[src/rtl/alu_pkg.sv]
// Shared definitions for the ALU command controller:
// opcode encoding, FSM state encoding, datapath widths.
package alu_pkg;

    localparam int DATA_W = 8;
    localparam int RES_W  = 13;

    // Opcodes (same encoding as the ALU sel input)
    localparam logic [3:0] OP_ADD  = 4'h0;
    localparam logic [3:0] OP_SUB  = 4'h1;
    localparam logic [3:0] OP_MUL  = 4'h2;
    localparam logic [3:0] OP_DIV  = 4'h3;
    localparam logic [3:0] OP_MOD  = 4'h4;
    localparam logic [3:0] OP_AND  = 4'h5;
    localparam logic [3:0] OP_OR   = 4'h6;
    localparam logic [3:0] OP_XOR  = 4'h7;
    localparam logic [3:0] OP_NAND = 4'h8;
    localparam logic [3:0] OP_NOR  = 4'h9;
    localparam logic [3:0] OP_XNOR = 4'hA;
    localparam logic [3:0] OP_SHL  = 4'hB;
    localparam logic [3:0] OP_SHR  = 4'hC;
    localparam logic [3:0] OP_NOT  = 4'hD;
    localparam logic [3:0] OP_INC  = 4'hE;
    localparam logic [3:0] OP_DEC  = 4'hF;

    // Controller FSM states
    localparam logic [1:0] ST_IDLE = 2'd0;
    localparam logic [1:0] ST_EXEC = 2'd1;
    localparam logic [1:0] ST_RESP = 2'd2;

    function automatic logic is_div_op(input logic [3:0] op);
        return (op == OP_DIV) || (op == OP_MOD);
    endfunction

endpackage

[src/rtl/alu_cmd_resp_reg.sv]
// Response register: captures result/err on cap_i, registers zero/ovf flags.
// Ports: clk_i, rst_i, cap_i, data_i, err_i -> data_o, zero_o, ovf_o, err_o.
module alu_cmd_resp_reg
    import alu_pkg::*;
(
    input  logic             clk_i,
    input  logic             rst_i,
    input  logic             cap_i,
    input  logic [RES_W-1:0] data_i,
    input  logic             err_i,
    output logic [RES_W-1:0] data_o,
    output logic             zero_o,
    output logic             ovf_o,
    output logic             err_o
);

    logic [RES_W-1:0] data_q;
    logic             zero_q;
    logic             ovf_q;
    logic             err_q;

    // Flags are registered alongside the data so they read 0 out of reset
    always_ff @(posedge clk_i or posedge rst_i) begin
        if (rst_i) begin
            data_q <= '0;
            zero_q <= 1'b0;
            ovf_q  <= 1'b0;
            err_q  <= 1'b0;
        end else if (cap_i) begin
            data_q <= data_i;
            zero_q <= (data_i == '0);
            ovf_q  <= |data_i[RES_W-1:DATA_W];
            err_q  <= err_i;
        end
    end

    assign data_o = data_q;
    assign zero_o = zero_q;
    assign ovf_o  = ovf_q;
    assign err_o  = err_q;

endmodule

[src/rtl/alu_cmd_ctrl.sv]
// Command-side controller for an 8-bit ALU: accumulator, registered ALU drive,
// settle wait, result capture. Ports: cmd_* in (valid/ready), res_* out
// (valid/ready), acc, alu_a/alu_b/alu_sel to the ALU, alu_result from it.
module alu_cmd_ctrl
    import alu_pkg::*;
#(
    parameter int EXEC_CYCLES = 1,
    parameter int ACC_WB      = 1
) (
    input  logic              clk,
    input  logic              rst,
    input  logic              cmd_valid,
    output logic              cmd_ready,
    input  logic              cmd_load,
    input  logic [3:0]        cmd_op,
    input  logic [DATA_W-1:0] cmd_data,
    output logic              res_valid,
    input  logic              res_ready,
    output logic [RES_W-1:0]  res_data,
    output logic              res_zero,
    output logic              res_ovf,
    output logic              res_err,
    output logic [DATA_W-1:0] acc,
    output logic [DATA_W-1:0] alu_a,
    output logic [DATA_W-1:0] alu_b,
    output logic [3:0]        alu_sel,
    input  logic [RES_W-1:0]  alu_result
);

    localparam int CNT_W = (EXEC_CYCLES > 1) ? $clog2(EXEC_CYCLES) : 1;

    logic [1:0]        state_q, state_d;
    logic [DATA_W-1:0] acc_q, acc_d;
    logic [DATA_W-1:0] a_q, a_d;
    logic [DATA_W-1:0] b_q, b_d;
    logic [3:0]        sel_q, sel_d;
    logic [CNT_W-1:0]  cnt_q, cnt_d;

    logic              cap;
    logic [RES_W-1:0]  cap_data;
    logic              cap_err;

    always_comb begin
        state_d  = state_q;
        acc_d    = acc_q;
        a_d      = a_q;
        b_d      = b_q;
        sel_d    = sel_q;
        cnt_d    = cnt_q;
        cap      = 1'b0;
        cap_data = '0;
        cap_err  = 1'b0;
        case (state_q)
            ST_IDLE: begin
                if (cmd_valid) begin
                    if (cmd_load) begin
                        acc_d    = cmd_data;
                        cap      = 1'b1;
                        cap_data = {{(RES_W-DATA_W){1'b0}}, cmd_data};
                        state_d  = ST_RESP;
                    end else if (is_div_op(cmd_op) && cmd_data == '0) begin
                        // Divide by zero never reaches the ALU
                        cap      = 1'b1;
                        cap_err  = 1'b1;
                        state_d  = ST_RESP;
                    end else begin
                        a_d      = acc_q;
                        b_d      = cmd_data;
                        sel_d    = cmd_op;
                        cnt_d    = CNT_W'(EXEC_CYCLES - 1);
                        state_d  = ST_EXEC;
                    end
                end
            end
            ST_EXEC: begin
                if (cnt_q == '0) begin
                    cap      = 1'b1;
                    cap_data = alu_result;
                    if (ACC_WB != 0) acc_d = alu_result[DATA_W-1:0];
                    state_d  = ST_RESP;
                end else begin
                    cnt_d = cnt_q - 1'b1;
                end
            end
            ST_RESP: begin
                if (res_ready) state_d = ST_IDLE;
            end
            default: state_d = ST_IDLE;
        endcase
    end

    always_ff @(posedge clk or posedge rst) begin
        if (rst) begin
            state_q <= ST_IDLE;
            acc_q   <= '0;
            a_q     <= '0;
            b_q     <= '0;
            sel_q   <= '0;
            cnt_q   <= '0;
        end else begin
            state_q <= state_d;
            acc_q   <= acc_d;
            a_q     <= a_d;
            b_q     <= b_d;
            sel_q   <= sel_d;
            cnt_q   <= cnt_d;
        end
    end

    alu_cmd_resp_reg u_resp (
        .clk_i  (clk),
        .rst_i  (rst),
        .cap_i  (cap),
        .data_i (cap_data),
        .err_i  (cap_err),
        .data_o (res_data),
        .zero_o (res_zero),
        .ovf_o  (res_ovf),
        .err_o  (res_err)
    );

    // Reset forces IDLE, so gate ready with rst to keep it low during reset
    assign cmd_ready = (state_q == ST_IDLE) && !rst;
    assign res_valid = (state_q == ST_RESP);
    assign acc       = acc_q;
    assign alu_a     = a_q;
    assign alu_b     = b_q;
    assign alu_sel   = sel_q;

endmodule

[config.mk]
export PLATFORM = sky130hd
export DESIGN_NAME = alu_cmd_ctrl
export DESIGN_NICKNAME = d
export VERILOG_FILES = /design/src/rtl/alu_pkg.sv /design/src/rtl/alu_cmd_resp_reg.sv /design/src/rtl/alu_cmd_ctrl.sv
export SDC_FILE = /design/constraint.sdc
export NUM_CORES = 1
export LEC_CHECK = 0
export ABC_AREA = 1
export CORE_UTILIZATION = 25
export DETAILED_ROUTE_END_ITERATION = 10
export GPL_TIMING_DRIVEN = 0
export SETUP_SLACK_MARGIN = 0.4
export SYNTH_ARGS = -nofsm -noshare
export SYNTH_HDL_FRONTEND = slang
export SYNTH_SLANG_ARGS = --single-unit
[constraint.sdc]
create_clock -name clk -period 1.2 [get_ports clk]
set_input_delay 0.12 -clock clk [delete_from_list [all_inputs] [get_ports clk]]
set_output_delay 0.12 -clock clk [all_outputs]
set_load 0.01 [all_outputs]
Yosys cells after proc, flatten, opt, wreduce, memory -nomap -nowiden
Cells that the tools add are included.
{"block": "classes", "n_eq_ne": 10, "n_addsub": 1, "multipliers": 0, "muxes": 27, "reduce_logical": 13, "div": 0, "bitwise_logic": 2, "n_shift": 0, "n_lt_le_gt_ge": 0}
{"cell": "2-to-1 mux 8 bit", "count": 5}
{"cell": "case mux 13 bit (2 select lines)", "count": 1}
{"cell": "case mux 8 bit (2 select lines)", "count": 1}
{"cell": "zero test 13 bit", "count": 1}
{"cell": "2-to-1 mux 13 bit", "count": 1}
{"cell": "AND reduction 4 bit", "count": 3}
{"cell": "2-to-1 mux 1 bit", "count": 11}
{"cell": "2-to-1 mux 2 bit", "count": 5}
{"cell": "inequality test 2 bit (second input constant)", "count": 5}
{"cell": "zero test 8 bit", "count": 1}
{"cell": "case mux 2 bit (3 select lines)", "count": 1}
{"cell": "OR reduction 5 bit", "count": 1}
{"cell": "equality test 4 x 2 -> 1 bit (second input constant)", "count": 1}
{"cell": "equality test 4 x 3 -> 1 bit (second input constant)", "count": 1}
{"cell": "case mux 1 bit (2 select lines)", "count": 2}
{"cell": "AND reduction 3 bit", "count": 1}
{"cell": "equality test 2 x 1 -> 1 bit (second input constant)", "count": 1}
{"cell": "equality test 2 bit (second input constant)", "count": 1}
{"cell": "logical AND 1 bit", "count": 2}
{"cell": "zero test 2 bit", "count": 1}
{"cell": "inequality test 2 x 1 -> 1 bit (second input constant)", "count": 1}
{"cell": "NOT 1 bit", "count": 2}
{"cell": "nonzero test 2 bit", "count": 1}
{"cell": "zero test 1 bit", "count": 1}
{"cell": "other kinds (2)", "count": 2}
{"block": "totals", "reg_bits": 47, "latchBits": 0, "elab_cells": 63, "mem_bits_rw": 0, "n_memories": 0, "out_inout_bits": 46, "romBits": 0}

Longest topological paths before layout
Gate-level depths: netlist of run 1.
{"block": "depth", "depth_word": 7, "mapped_depth": 10, "mapped_depth_nobuf": 10}

Modules after synthesis
A second synthesis of run 1 with hierarchy kept.
{"block": "unflattened", "cells_unflattened": 266, "area_unflattened_um2": 2090.8}
{"module": "alu_cmd_ctrl", "area_per_inst_um2": 1445.1, "cells_per_inst": 190, "instances": 1}
{"module": "alu_cmd_resp_reg", "area_per_inst_um2": 645.6, "cells_per_inst": 76, "instances": 1}

Worst setup path after synthesis of run 1
Ideal clock, no wire load.
{"block": "synth_path", "path_kind": "register -> register", "startpoint": "register state_q[0]", "endpoint": "register u_resp.zero_q, in the netlist u_resp.zero_o", "setup_slack_ps": -28, "arrival_time_ps": 1112, "period_less_slack_ps": 1228, "setup_time_ps": 116, "stages_incl_launch_ff": 10, "path_cell_list": "dfrtp_1 -> buf_6 -> nor2_2 -> nand2_2 -> o21ai_0 -> nor2_1 -> nand2_1 -> nor2_1 -> nand2_1 -> nand2_1"}
{"block": "synth_between", "elab_chain_cells": 3, "word_cells_on_any_way": 5}
{"element": "from (decl)", "line": "alu_cmd_ctrl.sv:32", "source": "logic [1:0] state_q, state_d;"}
{"element": "from (signal assigned)", "line": "alu_cmd_ctrl.sv:101", "source": "state_q <= state_d;"}
{"element": "equality test 2 x 1 -> 1 bit / zero test 2 bit (equally long branches)", "line": "alu_cmd_ctrl.sv:53", "source": "case (state_q)"}
{"element": "case mux 13 bit (2 select lines)", "line": "alu_cmd_ctrl.sv:53"}
{"element": "zero test 13 bit", "line": "alu_cmd_resp_reg.sv:31", "source": "zero_q <= (data_i == '0);"}
{"element": "to (signal assigned)", "line": "alu_cmd_resp_reg.sv:31"}
{"element": "to (decl)", "line": "alu_cmd_resp_reg.sv:18", "source": "logic zero_q;"}
Parallel ways exist; a longest one is shown, timed or not.
A chain may end at the register's enable or synchronous reset.

Final worst setup path of run 1
{"block": "layout_path", "startpoint": "register state_q[1]", "endpoint": "register a_q[2], in the netlist alu_a[2]"}
{"block": "layout_between", "elab_chain_cells": 2}
{"element": "zero test 2 bit", "line": "alu_cmd_ctrl.sv:53"}
{"element": "AND reduction 4 bit (no line)"}
{"element": "to (signal assigned)", "line": "alu_cmd_ctrl.sv:96", "source": "a_q <= '0;"}
{"element": "to (signal assigned)", "line": "alu_cmd_ctrl.sv:103", "source": "a_q <= a_d;"}
{"element": "to (decl)", "line": "alu_cmd_ctrl.sv:34", "source": "logic [DATA_W-1:0] a_q, a_d;"}
Every way passes these cells.

==> results.ini, run 1 <==
[sta]
skew_ns = 0.01032
slew_headroom_pct = 64.38
setup_viol = 37
final-hold-violation-count = 0
hold_ws_ns = 0.1554
slew_violations = 0
fin_setup_tns_ns = -4.592
rsz0062_at_grt = true
postLayoutSetupSlackWorst_ns = -0.1799
tightestPinTransition_ns = 0.5332
period_needed_ns = 1.380
clock.fmax_ghz = 0.7247
min_period_over_period_pct = 115.0

[cells_and_area]
utilization_pct = 42.45
drive_above_1_share_pct = 41.08
fin_nets = 382
areaGrowthSynthToFinish_pct = 63.47
postLayoutCellArea_um2 = 3281
instances_no_fill = 455
insertedDiodeCount = 0

[floorplanning]
fp-row-count = 32
start_util_pct = 25.97
die_area_um2 = 8390
fp.dieH_um = 91.60
core_um2 = 7727
die_w_um = 91.60
io_pins = 76

[critical_path]
crit_family = flip-flops
reg2regPathDepth = 8
r2r_slack_ns = -0.18
r2r-end = alu_a[2]
arrival_ns = 1.57
max_stage_delay_ns = 0.44
cp.depth = 8
end_kind = flip-flop
cp_slowest_cell = dfrtp_2
r2r-start = state_q[1]
required_ns = 1.39
critPathBufInv = 3
critPathMaxFanout = 6
criticalPathCategory = reg2reg
critPathLaunchType = flip-flop
worstPathCellList = buf_6 -> nor2_4 -> nand2_4 -> inv_4 -> nand2_8 -> clkbuf_16 -> nand2_2 -> o21ai_1

[power_and_ir_drop]
ir_worst_vdd_v = 0.0006136
leakagePower_nw = 1.706
p_per_area_nw_per_um2 = 1820

[global_route]
grt.total_usage_pct = 14.96
grt_pass1_vias = 1943
grt_max_degree = 24
antenna_found_initial = 0
grt_pass1_wl_mm = 9.694
grt-ovfl-total = 0

[synthesis]
ys_async_sr_fraction_pct = 100.0
synth_area_um2 = 2007
synth.distinct_cells = 20
yosysMostFrequentCell = nand2_1
ys.flop_type = dfrtp_1
postSynthNetCount = 268
syn_inst = 238
ys_warn_count = 0
synth_top_cells_by_count = nand2_1, dfrtp_1, inv_1
yosysTopAreaCellShare_pct = 57.36
synth_area_leaders = dfrtp_1, nand2_1, inv_1
synth_area_leader_cell = dfrtp_1
yosysSeqAreaShare_pct = 57.36
syn_avg_cell_area_um2 = 8.432
ys_seq_elements = 46
synth_edf_count = 0

[cts]
clk_latency_ns = 0.30
root_buffer = clkbuf_8
cts_tree = yes
cts_buffer_depth = 2
clkSlewWorstSetupHoldPaths_ns = 0.09
h-tree-depth = 2
cts_buffers = 5
cts.sinks = 46

[drt]
drtIter0Drc = 45
wl_per_cell_um = 13.40
detail-route-antenna-nets = 0
vias = 1941
dr.pass1.iters = 4
via_per_inst = 4.266
drc_errors = 0
wl_mm = 6.097

[flow_run]
maxCapViolations = 0

[placement]
port_buffers = 75
gp_congestion = 0.7502
place_inst = 415
dpl_cell_area_um2 = 2938
hpwlAfterDp_mm = 4.101

[outcome]
violations = negative setup slack
status = complete, but fails checks

[min_path]
worst_hold_path_type = in2async

per-stage QoR:
step | total power, mW | worst slack [ns]
after global routing | 6.372 | -0.2440
after CTS | 5.668 | -0.1487
after global placement | 4.632 | -0.3991
after floorplan | 3.315 | 0.01326
final | 5.972 | -0.1799
after detailed placement | 4.678 | -0.4257
registers in the layout, summed over array words and instances, names as in the netlist:
register       flops
alu_a              8
u_resp.err_o       1
state_q            2
u_resp.zero_o      1
acc                8
u_resp.ovf_o       1
u_resp.data_o     13
alu_sel            4
alu_b              8
timing repair:
| item | in CTS | in global routing |
|---|---|---|
| setup buffers | 18 | 11 |
| gates cloned | 2 | 1 |
| endpoints found under the setup margin | 138 | 92 |
| gates resized for setup | 213 | 31 |
| hold buffers | 0 | 0 |
| pin swaps | 8 | 5 |
area by class of cell:
| class | instances | area (um^2) |
|---|---|---|
| fillers | 801 | 4447 |
| inverters | 28 | 123.9 |
| clock inverters | 2 | 37.54 |
| repair inverters | 1 | 7.507 |
| clock buffers | 6 | 72.57 |
| multi-input cells | 159 | 888.4 |
| well taps | 102 | 127.6 |
| plain buffers | 6 | 65.06 |
| flip-flops and latches | 46 | 1152 |
| repair buffers | 105 | 805.8 |
worst register-to-register path: stages (launching register included):
cell and delay (ns):
dfrtp_2 0.44, buf_6 0.15, nor2_4 0.11, nand2_4 0.09, inv_4 0.10, nand2_8 0.09
clkbuf_16 0.18, nand2_2 0.05, o21ai_1 0.05
metal layers:
layer  routed length, um  global-route usage [%]  up-vias
li1                    -                       -      962
met1                2764                   19.91      921
met2                2938                   23.50       54
met3                 366                   4.439        4
met4                  27                   4.233        0
met5                   0                       0        -
placed cells by master, fill, tap and decap left out, drive strengths merged:
master,count
a21oi,2
dfrtp,46
bufinv,1
o2bb2ai,1
dlygate4sd2,5
o31ai,2
nor2,20
nand2,97
clkinvlp,3
inv,27
nand3,9
buf,81
o21ai,28
clkbuf,7
clkdlybuf4s50,24
report_power, final:
group	switching, mW	internal, mW
logic	1.26	1.24
clock network	0.527	0.622
registers	0.270	2.05
how the worst max path moves through the flow:
stage / start / to / slack, ns
2_1_floorplan: state_q[1] / u_resp.zero_o / 0.01
3_3_place_gp: cmd_data[4] / u_resp.ovf_o / -0.40
4_1_cts: state_q[1] / alu_b[3] / -0.15
5_1_grt: state_q[1] / alu_b[5] / -0.24
3_5_place_dp: cmd_data[4] / u_resp.data_o[3] / -0.43
6_report: state_q[1] / alu_a[2] / -0.18
logic make-up (layout without fill, tap and decap cells):
group                  after synthesis  after routing  synth area share [%]
buffers and inverters               34            148                 7.731
AO/OA/AOI/OAI                       33             33                 8.853
flip-flops                          46             46                 57.36
AND/OR/NAND/NOR                    125            126                 26.06
(Power assumes the default switching activity.)
==> inputs of run 2 (changes only) <==
- GPL_ROUTABILITY_DRIVEN: default -> 0
==> results of run 2 <==
Final layout, timing and power as in run 1 (identical DEF).
==> inputs of run 3 (changes only) <==
- clock period: 1.2 -> 1.8 ns (I/O delays scaled with it)
==> run 3 against run 2 <==
Register-to-register slack better by 0.59 ns. Sequential cell count stayed put. The run now ends clean. Non-clock buffer count is 21 lower. Clock power is 42% lower. Clock skew is 0.0031 ns lower. Sequential share of layout area hardly changed. Highest routed layer unchanged. Core utilization hardly changed. Cell count is 5.1% lower. Clock-buffer cell count is 1 lower. Worst setup slack better by 0.59 ns.
==> results.ini, run 3 (synthesis results as in run 1) <==
[critical_path]
max_stage_delay_ns = 0.44
end_kind = flip-flop
critPathMaxFanout = 8
crit_family = simple AND/OR/NAND/NOR gates
critPathBufInv = 2
arrival_ns = 1.60
criticalPathCategory = reg2reg
reg2regPathDepth = 10
cp_slowest_cell = dfrtp_2
crit_top_cell = nand2_1
r2r-end = u_resp.zero_o
critPathLaunchType = flip-flop
required_ns = 2.01
critPathLaunch = state_q[1]
r2r-start = state_q[1]
r2r_slack_ns = 0.41
cp.depth = 10
worstPathCellList = buf_6 -> nor2_4 -> buf_6 -> nand2_1 -> nand2_2 -> nor2_2 -> nand3_1 -> nor2_1 -> nand2_1 -> nand2_1

[min_path]
hold_path_end = alu_sel[1]
worst_hold_path_type = in2reg
whs_path_depth = 3
min_from = cmd_op[1]

[sta]
tightestPinTransition_ns = 0.5425
setup_viol = 0
period_needed_ns = 1.393
min_period_over_period_pct = 77.41
rsz0062_at_grt = true
hold_ws_ns = 0.1496
fin_setup_tns_ns = 0
slew_headroom_pct = 63.78
slew_violations = 0
final-hold-violation-count = 0
skew_ns = 0.007182
clock.fmax_ghz = 0.7177

[cts]
cts_tree = yes
hold_buffers = 0
root_buffer = clkbuf_8
clkSlewWorstSetupHoldPaths_ns = 0.10
h-tree-depth = 2
clk_latency_ns = 0.31
cts.sinks = 46
cts_buffers = 5
cts_buffer_depth = 2

[drt]
wl_mm = 5.768
detail-route-antenna-nets = 0
wl_per_cell_um = 13.35
vias = 1826
dr.pass1.iters = 4
drtIter0Drc = 40
via_per_inst = 4.227
drc_errors = 0

[floorplanning]
die_area_um2 = 8390
fp-row-count = 32
core_um2 = 7727
start_util_pct = 25.97
fp.dieH_um = 91.60
io_pins = 76
die_w_um = 91.60

[global_route]
grt_max_degree = 25
grt.total_usage_pct = 13.55
use_met3_pct = 3.350
grtUsageMet1_pct = 17.39
grt_pass1_wl_mm = 8.714
grt_pass1_vias = 1725
grtUsageMet2_pct = 22.68
grt-ovfl-total = 0
grt.busiest_layer = met2
antenna_found_initial = 0

[cells_and_area]
most-common-layout-cells = nand2_1, dfrtp_1, dlymetal6s2s_1, inv_1
mostFrequentLayoutCell = nand2_1
drive_above_1_share_pct = 17.27
areaGrowthSynthToFinish_pct = 63.40
largest_reg_flops = 13
instances_no_fill = 432
utilization_pct = 42.44
fin_nets = 359
insertedDiodeCount = 0

[power_and_ir_drop]
p_clk_share_pct = 18.3
ir_worst_vdd_v = 0.0003464
leakagePower_nw = 1.976
switching_share_pct = 34.93
power_switching_mw = 1.280
pwr-share-seq_pct = 42.2
pwr-share-comb_pct = 39.6
finalPower_mw = 3.664
p_per_area_nw_per_um2 = 1117
p_int_mw = 2.384

[placement]
hpwlAfterDp_mm = 4.169
place_inst = 416
port_buffers = 75

[flow_run]
maxCapViolations = 0

[outcome]
status = finished, final reports clean

run 3: worst min-delay path, cell delays in order:
cell and delay [ns]:
dlymetal6s2s_1 0.12, nand2_1 0.06, nand2_1 0.05
run 3: layout make-up:
class | instances | area [um^2]
plain buffers | 6 | 68.82
clock buffers | 5 | 68.82
multi-input cells | 158 | 777.0
repair buffers | 84 | 942.2
flip-flops and latches | 46 | 1152
fillers | 783 | 4448
well taps | 102 | 127.6
inverters | 28 | 117.6
clock inverters | 3 | 25.02
run 3: metrics by stage:
stage / cell area, um^2 / setup slack, ns
4_1_cts: 2994 / 0.2594
3_3_place_gp: 2885 / -0.4515
3_5_place_dp: 2913 / 0.09584
5_1_grt: 3279 / 0.2849
6_report: 3279 / 0.4067
2_1_floorplan: 2007 / 0.5322
run 3: routing by layer:
layer	vias up	wire length, um
met3	8	316
met4	0	79
li1	914	-
met2	55	2811
met5	-	0
met1	849	2560
run 3: worst max path at each step:
stage / to / slack [ns]
2_1_floorplan: acc[0] / 0.53
3_3_place_gp: alu_a[4] / -0.45
3_5_place_dp: u_resp.data_o[11] / 0.1
4_1_cts: cmd_ready / 0.26
5_1_grt: u_resp.zero_o / 0.28
6_report: u_resp.zero_o / 0.41
run 3: power by group through the flow:
stage	registers, mW	clock network, mW	logic, mW
after global routing	1.59	0.732	1.59
after CTS	1.56	0.691	1.41
after global placement	1.58	0	1.47
after floorplan	1.73	0	0.446
after detailed placement	1.59	0	1.50
final	1.55	0.669	1.45
run 3: what timing repair did:
item | in CTS | in global routing
pin swaps | 0 | 9
setup buffers | 1 | 5
endpoints found under the setup margin | 23 | 59
cloned | 0 | 2
endpoints found under the hold margin | 0 | 0
gates resized for setup | 25 | 75
==> variant 1, RTL diff (config.mk and constraints of run 2) <==
The package constant `DATA_W` goes from 8 to 12.
--- a/src/rtl/alu_pkg.sv
+++ b/src/rtl/alu_pkg.sv
@@ -3,5 +3,5 @@
 package alu_pkg;
 
-    localparam int DATA_W = 8;
+    localparam int DATA_W = 12;
     localparam int RES_W  = 13;
 
Interface: changed (resized acc, alu_a, alu_b and cmd_data); port bits go from 76 to 92. The function was not compared with the original's and may differ.
==> variant 1 against run 2 <==
The run still ends with setup timing left. Die area is 23% higher. Worst setup slack got worse by 19 ps. Sequential cell count rose by 11. Sequential power is 30% higher. Cell area is 29% higher. Area after synthesis is 24% higher. Global-route usage grew 2.1 points. Total power rose by 39%. Wire length increased by 33%. Combinational power is 47% higher. Maximum frequency decreased by 1.3%. First-iteration DRC count is 42% higher. Largest power group unchanged.
==> variant 1: results (changes against run 2) <==
Parameter                              Value

Status
  Run status ... complete, but fails checks
  Violations in the final reports ... setup timing

Clock tree
  Clk Latency, worst-skew pair ... 330 ps (+30 ps)
  Clock buffers created by TritonCTS ... 9 (+4)
  Clock Pin Slew Worst Setup and Hold Paths ... 60 ps (-30 ps)
  Root buf cell ... clkbuf_8
  Number of H-tree levels ... 3 (+1)

Timing
  Layout Skew ... 2.69 ps (-7.63 ps)
  Total of endpoints with negative setup slack in the final report ... 58 (+57%)
  Final Worst Setup Slack ... -198 ps (-18.5 ps)

Routing
  Initial detailed-routing violation count ... 64 (+42%)
  Met2 wirelength from detailed routing ... 3790 um (+29%)
  Met3 wire length ... 510 um (+39%)
  Highest routing layer actually used ... met4
  Drt wl/cell ... 13.5 um (+0.92%)
  Detail-routed via count per cell ... 4.15 (-2.6%)

GRT
  Overall Global Routing Usage ... 0.170 (+0.0206)
  Global-route wire length before repair ... 12700 um (+31%)

Placement
  Worst slack at placement ... -524 ps (-98.7 ps)
  Placed cell areas ... 3600 um^2 (+23%)
  Cell Count Post-Placement ... 523 (+26%)
  Post-detail-place hpwl ... 5510 um (+34%)

Synthesis
  Post-Synthesis Net Count ... 333 (+24%)
  Leading post-synthesis cells by cell area ... dfrtp_1 (57%), nand2_1 (15%), o21ai_1 (5.0%), inv_1 (5.0%), nor2_1 (3.8%)
  Sequential share of the synthesized area ... 0.573 (about the same)
  Ys async rst share ... 1.00 (unchanged)
  Top cells by count, synth ... nand2_1 (99), dfrtp_1 (57), inv_1 (33)
  Synthesized area divided by synthesized cell count ... 8.32 um^2 (-1.3%)

Power and ir drop
  Static leakage power ... 2.24 nW (+31%)
  Pwr Density ... 1950 nW/um^2 (+7.2%)
  Switching portion of total power ... 0.345 (+0.000506)
  Power of the combinational group ... 0.00368 W (+47%)
  Max VDD drop ... 0.000611 V (-0.47%)

Worst setup path
  Top Family by Delay on Critical Path ... simple AND/OR/NAND/NOR gates
  Highest cell delay on the worst timing path ... 460 ps (+20 ps)
  Crit Reg-Reg Startpoint ... state_q[0]

Final layout
  Finished Layout Cells ... 600 (+32%)
  Share of cells above drive strength 1 ... 0.424 (+0.0132)
  Post-layout net count ... 496 (+30%)
  Count of fill cells added during filler insertion ... 1005 (+25%)
## variant 1: cell types whose count changed in the layout (fill, tap and decap cells not counted), sizes merged, moves of 6 or more
cell | run 2 | this run
buf | 81 | 123
nor2 | 20 | 26
dfrtp | 46 | 57
o21ai | 28 | 39
nand2 | 97 | 112
inv | 27 | 38
clkbuf | 7 | 15
clkdlybuf4s50 | 24 | 31
## variant 1: layout make-up
cell class	instances	area, um^2	area share
timing repair inverter	3	22.5	0.00530
multi-input combinational	193	986	0.232
inverter	39	158	0.0371
clock buffer	13	159	0.0374
buffer	10	125	0.0295
sequential	57	1430	0.336
timing repair buffer	149	1190	0.279
tap	133	166	0.0392
clock inverter	3	15.0	0.00354
## variant 1: path summary, 6_finish.rpt
path                                          to  slack, ps  cells after the start
worst max register to register          alu_b[7]       -200                      6
worst min-delay path                   alu_b[10]         50                      2
worst max-delay path                    alu_b[7]       -200                      6
max in group asynchronous       u_resp.data_o[0]        600                      3
worst min register to register          alu_b[6]        490                      2
min in group clk                      state_q[1]        360                      2
## variant 1: repair_timing
action	4_1_cts	5_1_grt
gates resized for setup	298	14
hold buffers	0	1
hold endpoints to repair	0	1
buffers inserted	35	20
gates cloned	5	0
endpoints found under the setup margin	172	158
pin swaps	8	7
## variant 1: kinds of logic after synthesis
kind of cell    share of synthesized area
compound gates                     0.0815
simple gates                        0.258
buf+inv                            0.0875
flops                               0.573
## variant 1: metal layers
| layer | global-route usage | vias up |
|---|---|---|
| met2 | 0.272 | 71 |
| met3 | 0.0545 | 8 |
| met5 | 0 | - |
| li1 | - | 1244 |
| met1 | 0.214 | 1169 |
| met4 | 0.0647 | 0 |
==> variant 2, RTL diff (settings of run 2) <==
Without the edit above. Make the reset (`rst` and `rst_i`) synchronous in 2 clocked blocks.
--- a/src/rtl/alu_cmd_resp_reg.sv
+++ b/src/rtl/alu_cmd_resp_reg.sv
@@ -21,5 +21,5 @@
 
     // Flags are registered alongside the data so they read 0 out of reset
-    always_ff @(posedge clk_i or posedge rst_i) begin
+    always_ff @(posedge clk_i) begin
         if (rst_i) begin
             data_q <= '0;
--- a/src/rtl/alu_cmd_ctrl.sv
+++ b/src/rtl/alu_cmd_ctrl.sv
@@ -90,5 +90,5 @@
     end
 
-    always_ff @(posedge clk or posedge rst) begin
+    always_ff @(posedge clk) begin
         if (rst) begin
             state_q <= ST_IDLE;
Function: differs if rst is asserted again (counterexample within 4 cycles, from zero or initial values and one cycle with rst high); with rst held inactive, the same outputs for 10 cycles.
==> variant 2 against run 2 <==
The flow still finishes with violations (setup timing). Cell area up 11%. Critical endpoint is now u_resp.zero_o. Global-route usage up 2.2 points. Wire length grew 5.6%. Area after synthesis is 7.9% lower. Via count up 9.2%. Sequential cell count stayed put. Worst setup slack better by 13 ps. Clock skew decreased by 1.9 ps. Critical path type unchanged.
Power is not compared: it rests on default switching activity, and its combinational part moved more than twofold at a synthesized area within 25%.
==> variant 2: results (changes against run 2) <==
Parameter                              Value

Placement
  Worst slack at placement ... -538 ps (-113 ps)
  Placed cell areas ... 2710 um^2 (-7.8%)
  Port bufs ... 72 (-4.0%)
  Post-detail-place hpwl ... 4090 um (-0.18%)

Synthesis
  Ys async rst share ... 0 (-1.00)
  Sequential share of the synthesized area ... 0.498 (-0.0753)
  Top cells by count, synth ... nor2_1 (66), nand2_1 (52), dfxtp_1 (46)
  Leading post-synthesis cells by cell area ... dfxtp_1 (50%), nor2_1 (13%), nand2_1 (11%), o21ai_0 (7.0%), a21oi_1 (6.5%)
  Compound-Gate Fraction of Synth Area ... 0.148 (+0.0591)
  Post-Synthesis Net Count ... 292 (+9.0%)

Worst setup path
  Crit Reg-Reg Startpoint ... state_q[0]
  Data arrival, critical path ... 1610 ps (+40 ps)
  R2R depth ... 10 (+2)
  Top Family by Delay on Critical Path ... simple AND/OR/NAND/NOR gates
  Worst Path Max Fanout ... 5 (-1)
  Slowest CP cell ... dfxtp_4

Final layout
  Share of cells above drive strength 1 ... 0.599 (+0.188)

Clock tree
  Clk Latency, worst-skew pair ... 300 ps (about the same)

Status
  Violations in the final reports ... setup timing
  Run status ... complete, but fails checks

Timing
  Worst slew margin relative to its limit ... 0.530 (-0.114)
  Layout Skew ... 8.41 ps (-1.91 ps)
  Final hold slack ... 213 ps (+58.0 ps)
  Final Worst Setup Slack ... -167 ps (+12.9 ps)
  Total of endpoints with negative setup slack in the final report ... 44 (+19%)

GRT
  Global-route wire length before repair ... 9860 um (+1.7%)

Routing
  Total wire length ... 6440 um (+5.6%)
  Initial detailed-routing violation count ... 96 (+110%)
  Detailed-route via count ... 2119 (+9.2%)

Worst hold path
  Min-delay worst type ... primary input to flip-flop
## variant 2: through the flow
stage                     cells  total power (W)
after floorplan             262          0.00204
after detailed placement    430          0.00243
after global placement      430          0.00242
final                       480          0.00397
after CTS                   463          0.00386
after global routing        480          0.00415
## variant 2: cell type report
type / instances / area [um^2]
fill: 692 / 3330
clock inverter: 3 / 43.8
inverter: 22 / 95.1
multi-input combinational: 181 / 1110
clock buffer: 5 / 68.8
tap: 96 / 120
sequential: 46 / 982
timing repair buffer: 114 / 1130
buffer: 13 / 109
## variant 2: worst register-to-register path, cell delays in order, from the launching register on
cell and delay (ps):
dfxtp_4 360, inv_4 80, nor2_4 60, buf_6 130, nand2_2 70, o21ai_2 60, nor2_1 120, nand2_1 70
nor2_1 110, nand3_1 110, a21oi_2 140
## variant 2: how the worst max path moves through the flow
stage | depth (start not counted) | start | to | slack [ps]
after global placement | 12 | cmd_data[4] | u_resp.data_o[5] | -530
after CTS | 10 | state_q[0] | u_resp.zero_o | -80
final | 10 | state_q[0] | u_resp.zero_o | -170
after floorplan | 9 | state_q[1] | u_resp.data_o[5] | 50
after detailed placement | 12 | cmd_data[4] | u_resp.data_o[6] | -540
after global routing | 8 | state_q[0] | alu_a[2] | -240
## variant 2: metal layers
| layer | global-route usage | wire (um) |
|---|---|---|
| met1 | 0.203 | 2880 |
| met2 | 0.293 | 3160 |
| met3 | 0.0462 | 294 |
| met4 | 0.0700 | 102 |
| met5 | 0 | 0 |
## variant 2: power by group through the flow
stage / Sequential, W / Clock, W / Combinational, W
finish: 0.00173 / 0.00118 / 0.00106
global route: 0.00174 / 0.00127 / 0.00114
CTS: 0.00174 / 0.00121 / 0.000913
detailed placement: 0.00173 / 0 / 0.000702
global placement: 0.00173 / 0 / 0.000696
floorplan: 0.00177 / 0 / 0.000277
## variant 2: timing repair
action | 4_1_cts | 5_1_grt
pin swaps | 16 | 25
gates resized for setup | 376 | 50
endpoints found under the setup margin | 92 | 92
cloned | 5 | 1
buffers inserted | 20 | 16
## variant 2: logic make-up (layout without fill, tap and decap cells)
logic type | Yosys count | after routing
buffers and inverters | 35 | 157
flip-flops | 46 | 46
AO/OA/AOI/OAI | 53 | 53
AND/OR/NAND/NOR | 128 | 128
